### src/rtl/uart_pkg.sv
// Shared UART types and constants.
// Used by the transmitter and the receiver.
package uart_pkg;

    typedef enum logic [1:0] {
        PAR_NONE,
        PAR_EVEN,
        PAR_ODD
    } parity_e;

    typedef enum logic [2:0] {
        ST_IDLE,
        ST_ARMED,
        ST_START,
        ST_DATA,
        ST_PARITY,
        ST_STOP
    } tx_state_e;

    localparam int UART_MIN_DATA_BITS = 5;
    localparam int UART_MAX_DATA_BITS = 9;
    localparam int UART_CNT_W = $clog2(UART_MAX_DATA_BITS);

endpackage

### src/rtl/uart_tick_det.sv
// Rising-edge detector on the baud clock.
// Emits a one-cycle bit tick in the clk_i domain.
module uart_tick_det (
    input  logic clk_i,
    input  logic rst_i,
    input  logic baud_clk_i,
    output logic tick_o
);

    logic baud_q;

    always_ff @(posedge clk_i or posedge rst_i) begin
        if (rst_i) baud_q <= 1'b0;
        else       baud_q <= baud_clk_i;
    end

    assign tick_o = baud_clk_i & ~baud_q;

endmodule

### src/rtl/uart_tx.sv
// UART transmitter: LSB-first start/data/parity/stop framing,
// paced by the baud tick, with gapless back-to-back frames.
module uart_tx
    import uart_pkg::*;
#(
    parameter int      DATA_BITS   = 8,
    parameter parity_e PARITY_MODE = PAR_NONE,
    parameter int      STOP_BITS   = 1
) (
    input  logic                 clk_i,
    input  logic                 rst_i,
    input  logic                 baud_clk_i,
    input  logic [DATA_BITS-1:0] data_i,
    input  logic                 valid_i,
    output logic                 ready_o,
    output logic                 tx_o,
    output logic                 busy_o,
    output logic                 done_o
);

    if (DATA_BITS < UART_MIN_DATA_BITS ||
        DATA_BITS > UART_MAX_DATA_BITS) begin : g_bad_data_bits
        $error("uart_tx: DATA_BITS out of range");
    end
    if (STOP_BITS < 1 || STOP_BITS > 2) begin : g_bad_stop_bits
        $error("uart_tx: STOP_BITS must be 1 or 2");
    end

    localparam logic [UART_CNT_W-1:0] LAST_BIT =
        UART_CNT_W'(DATA_BITS - 1);
    localparam logic LAST_STOP = 1'(STOP_BITS - 1);
    localparam logic HAS_PAR   = (PARITY_MODE != PAR_NONE);

    tx_state_e              state_q, state_d;
    logic [DATA_BITS-1:0]   shift_q, shift_d;
    logic [UART_CNT_W-1:0]  bit_cnt_q, bit_cnt_d;
    logic                   stop_cnt_q, stop_cnt_d;
    logic                   par_q, par_d;
    logic                   pending_q, pending_d;
    logic                   tx_q, tx_d;
    logic                   ready_q, ready_d;
    logic                   busy_q, busy_d;
    logic                   done_q, done_d;
    logic                   tick;
    logic                   xfer;

    uart_tick_det u_tick (
        .clk_i      (clk_i),
        .rst_i      (rst_i),
        .baud_clk_i (baud_clk_i),
        .tick_o     (tick)
    );

    assign xfer = valid_i & ready_q;

    always_ff @(posedge clk_i or posedge rst_i) begin
        if (rst_i) begin
            state_q    <= ST_IDLE;
            shift_q    <= '0;
            bit_cnt_q  <= '0;
            stop_cnt_q <= 1'b0;
            par_q      <= 1'b0;
            pending_q  <= 1'b0;
            tx_q       <= 1'b1;
            ready_q    <= 1'b1;
            busy_q     <= 1'b0;
            done_q     <= 1'b0;
        end else begin
            state_q    <= state_d;
            shift_q    <= shift_d;
            bit_cnt_q  <= bit_cnt_d;
            stop_cnt_q <= stop_cnt_d;
            par_q      <= par_d;
            pending_q  <= pending_d;
            tx_q       <= tx_d;
            ready_q    <= ready_d;
            busy_q     <= busy_d;
            done_q     <= done_d;
        end
    end

    always_comb begin
        state_d    = state_q;
        shift_d    = shift_q;
        bit_cnt_d  = bit_cnt_q;
        stop_cnt_d = stop_cnt_q;
        par_d      = par_q;
        pending_d  = pending_q;
        tx_d       = tx_q;
        done_d     = 1'b0;

        // Transfers only happen in IDLE or the final stop bit,
        // so loading here never collides with shifting.
        if (xfer) begin
            shift_d = data_i;
            par_d   = (PARITY_MODE == PAR_ODD) ? ~^data_i : ^data_i;
        end

        unique case (state_q)
            ST_IDLE: begin
                if (xfer) state_d = ST_ARMED;
            end
            ST_ARMED: begin
                if (tick) begin
                    state_d = ST_START;
                    tx_d    = 1'b0;
                end
            end
            ST_START: begin
                if (tick) begin
                    state_d   = ST_DATA;
                    tx_d      = shift_q[0];
                    shift_d   = shift_q >> 1;
                    bit_cnt_d = '0;
                end
            end
            ST_DATA: begin
                if (tick) begin
                    if (bit_cnt_q == LAST_BIT) begin
                        state_d    = HAS_PAR ? ST_PARITY : ST_STOP;
                        tx_d       = HAS_PAR ? par_q : 1'b1;
                        stop_cnt_d = 1'b0;
                    end else begin
                        tx_d      = shift_q[0];
                        shift_d   = shift_q >> 1;
                        bit_cnt_d = bit_cnt_q + 1'b1;
                    end
                end
            end
            ST_PARITY: begin
                if (tick) begin
                    state_d    = ST_STOP;
                    tx_d       = 1'b1;
                    stop_cnt_d = 1'b0;
                end
            end
            ST_STOP: begin
                if (xfer) pending_d = 1'b1;
                if (tick) begin
                    if (stop_cnt_q == LAST_STOP) begin
                        done_d     = 1'b1;
                        stop_cnt_d = 1'b0;
                        if (pending_q || xfer) begin
                            state_d   = ST_START;
                            tx_d      = 1'b0;
                            pending_d = 1'b0;
                        end else begin
                            state_d = ST_IDLE;
                            tx_d    = 1'b1;
                        end
                    end else begin
                        stop_cnt_d = stop_cnt_q + 1'b1;
                    end
                end
            end
            default: state_d = ST_IDLE;
        endcase
    end

    // Ready is open in IDLE and across the final stop bit
    // until a next byte has been taken.
    assign ready_d = (state_d == ST_IDLE) ||
                     (state_d == ST_STOP && stop_cnt_d == LAST_STOP &&
                      !pending_d);
    assign busy_d  = (state_d != ST_IDLE);

    assign tx_o    = tx_q;
    assign ready_o = ready_q;
    assign busy_o  = busy_q;
    assign done_o  = done_q;

endmodule

### config.mk
export PLATFORM = sky130hd
export DESIGN_NAME = uart_tx
export DESIGN_NICKNAME = d
export VERILOG_FILES = /design/src/rtl/uart_pkg.sv /design/src/rtl/uart_tick_det.sv /design/src/rtl/uart_tx.sv
export SDC_FILE = /design/constraint.sdc
export NUM_CORES = 1
export LEC_CHECK = 0
export ABC_AREA = 1
export BUFFER_PORTS_ARGS = -buffer_cell sky130_fd_sc_hd__buf_2
export CAP_MARGIN = 15
export CORE_MARGIN = 4
export CORE_UTILIZATION = 30
export DETAILED_ROUTE_END_ITERATION = 12
export PLACE_DENSITY_LB_ADDON = 0.3
export SLEW_MARGIN = 20
export SYNTH_ARGS = -nofsm -noshare
export SYNTH_HDL_FRONTEND = slang
export SYNTH_HIERARCHICAL = 1
export SYNTH_SLANG_ARGS = --single-unit
### constraint.sdc
create_clock -name clk_i -period 2.1 [get_ports clk_i]
set_input_delay 0.105 -clock clk_i [delete_from_list [all_inputs] [get_ports clk_i]]
set_output_delay 0.105 -clock clk_i [all_outputs]
set_load 0.02 [all_outputs]
==> impl_results.md <==
* Outcome: complete, no violations
* Fmax at 602 MHz
* Max H-tree Level at 1
* Largest stage delay on the critical path at 520 ps
* CP required at 2280 ps
* DIE AREA at 5070 sq um
* Final Wtd Congestion at 0.856
* Leak Pwr at 0.703 nW
* Unrepaired setup endpoints after global routing: false
* Critical-path top delay cell: dlygate4sd3_1
* Slew Limit Fails at 0
* Ys Warns at 6
* Reg2Reg Setup Slack at 520 ps
* Max Cap Violations at 0
* Crit-path cells: dlygate4sd3_1, buf_2, inv_1, nor2_2, inv_2, nor2_2, nand2_2, inv_2, nand2_2, o22ai_1
* Count of final setup violators at 0
* Vias in the first global route at 1035
* Syn Nets at 164
* Die Y at 71.2 um
* CP endpoint kind: register
* Top-count cell post-synth: nand2_1
* Avg WL per Cell at 11.7 um
* Root buffer cell: clkbuf_8
* Fin crit share at 79.1%
* Core ar. at 3770 sq um
* Seq/Total Area, Yosys at 46.1%
* Crit Path Max Fanout at 8
* Total clock sinks at 22
* Share of layout cells above drive strength 1 at 23.4%
* Avg Inst Size Synth at 8.10 sq um
* DRC at 0
* CTS buffer count at 3
* Area growth syn-to-layout at 16.1%
* First-pass DRT Iterations at 4
* Detail Placement HPWL at 2.00 mm
* Number of enable flip-flop cells after synthesis at 0
* Synth Register Bits at 22
* Area contributors post-synth: dfrtp_1 42%, nand2_1 8.8%, nand3_1 5.8%
* TritonCTS clock tree: done
* Commonest cells post-synth: 28 x nand2_1, 20 x dfrtp_1, 17 x inv_1
* Asr flop ratio synth at 100%
* Drt initial violations at 20
* Place WS at 513 ps
* Via density at 4.73
* Post-synth top area share at 41.8%
* Crit Path Class: in -> reg
* Post-cts repair resize count at 0
* Worst setup SP type: input port
* Post-DRT Antenna Nets at 0
* Row count at 22
* Effective utilization at floorplan at 31.8%
* Worst vdd ir at 0.520 mV
* Synth unique cells at 24
* Later-pin clock latency in the skew report at 260 ps
* Final global-route overflow total at 0
* Via count at 1018
* PortBufs at 15
* Io pins at 16
* Setup TNS at 0 ps
* Cell accounting for the most synthesized area: dfrtp_1
* All-Layer GR Usage at 11.2%
* Post-synth top flop: dfrtp_1
* CTS max path bufs at 2
* Initial antenna violation count at 0
* Final critical-path setup slack at 440 ps
* Clk slew on worst S/H paths at 80 ps
* Hold/Removal Path Class: in -> reg
* Crit path time final at 1660 ps
* Power Density at 1140 nW/um^2
* # diodes at 0
* Slew margin rel. at 46.6%
* Die width at 71.2 um
* Routed wire length at 2.51 mm
* Clock Skews at 4.26 ps
* Tightest Pin Transition at 801 ps
* # nets final at 185
* Cells after synthesis at 148
* CP Data Arrival Time at 1840 ps
* First-pass GRT wire length at 4.61 mm
* Hold Fails Final Rpt at 0
* Mapped Area at 1200 sq um
* Largest net degree at the start of global routing at 22
## metal layers
| layer | vias up | global-route usage (%) | routed length [um] | share of wire, % |
|---|---|---|---|---|
| li1 | 521 | - | - | - |
| met3 | 5 | 1.96 | 86 | 3.4 |
| met2 | 16 | 18.3 | 1200 | 48 |
| met1 | 476 | 14.6 | 1180 | 47 |
| met5 | - | 0 | 0 | 0 |
| met4 | 0 | 5.01 | 40 | 1.6 |
## flip-flops by register name (all words and copies together), names as in the netlist
| name | flops |
|---|---|
| pending_q | 1 |
| busy_o | 1 |
| done_o | 1 |
| stop_cnt_q | 1 |
| tx_o | 1 |
| bit_cnt_q | 4 |
| state_q | 3 |
| ready_o | 1 |
| shift_q | 8 |
| u_tick/baud_q | 1 |
## stage by stage
step | total power [mW] | hold slack, ps | instances | utilization (%) | cell area (sq um)
detailed placement | 1.33 | -47.8 | 210 | 35.3 | 1330
global route | 1.73 | 104 | 215 | 36.9 | 1390
CTS | 1.60 | 89.3 | 215 | 36.9 | 1390
floorplan | 1.16 | -166 | 148 | - | 1200
finish | 1.58 | 95.1 | 215 | 36.9 | 1390
global placement | 1.31 | -50.9 | 210 | 35.3 | 1330
## power breakdown
group | switching [mW] | total [mW] | internal, mW
Sequential | 0.124 | 0.704 | 0.580
Combinational | 0.393 | 0.620 | 0.227
Clock | 0.129 | 0.257 | 0.128
## final timing paths
check                                        from                      end  cells after the start
worst min-delay path                    data_i[7]     shift_q[7]$_DFF_PP0_                      3
max in group asynchronous                   rst_i      pending_q$_DFF_PP0_                      3
worst max-delay path                   baud_clk_i     shift_q[3]$_DFF_PP0_                     10
min in group asynchronous                   rst_i  u_tick/baud_q$_DFF_PP0_                      3
worst min register to register   tx_o$_DFFE_PP1P_         tx_o$_DFFE_PP1P_                      2
worst max register to register  ready_o$_DFF_PP1_        ready_o$_DFF_PP1_                      8
## repair_timing
| item | 4_1_cts | 5_1_grt |
|---|---|---|
| buffers inserted | 0 | 0 |
| hold buffers | 2 | 0 |
| endpoints found under the hold margin | 2 | 0 |
## cells in the final DEF (no fill, tap or decap), drive strengths merged, types with 2 or more instances in the layout
cell         count
buf             15
nand3           15
o22ai            4
nand4            2
ha               4
o21ai           14
mux2i            3
inv             25
dlygate4sd3      2
dfstp            2
clkbuf           3
nor2            13
a21oi            8
nand2           32
dfrtp           20
## worst max-delay path, delay by kind of cell
family,cells,cell delay (ps)
buf+inv,5,910
compound gates,1,180
simple gates,4,650
## cells by family (layout without fill, tap and decap cells)
logic type,Yosys count,after routing,synth area share [%]
XOR/XNOR,1,1,0.731
flip-flops,22,22,46.1
adder cells (fa/ha/maj),4,4,4.18
multiplexers,3,3,2.51
AND/OR/NAND/NOR,63,63,24.6
buffers and inverters,26,45,8.14
AO/OA/AOI/OAI,29,29,13.7
## final cells by class
class	count	area [sq um]
well taps	48	60.1
fillers	395	2380
multi-input cells	100	548
repair buffers	17	95.1
flip-flops and latches	22	553
inverters	25	93.8
clock buffers	3	41.3
Power figures use the tool's default switching activity.
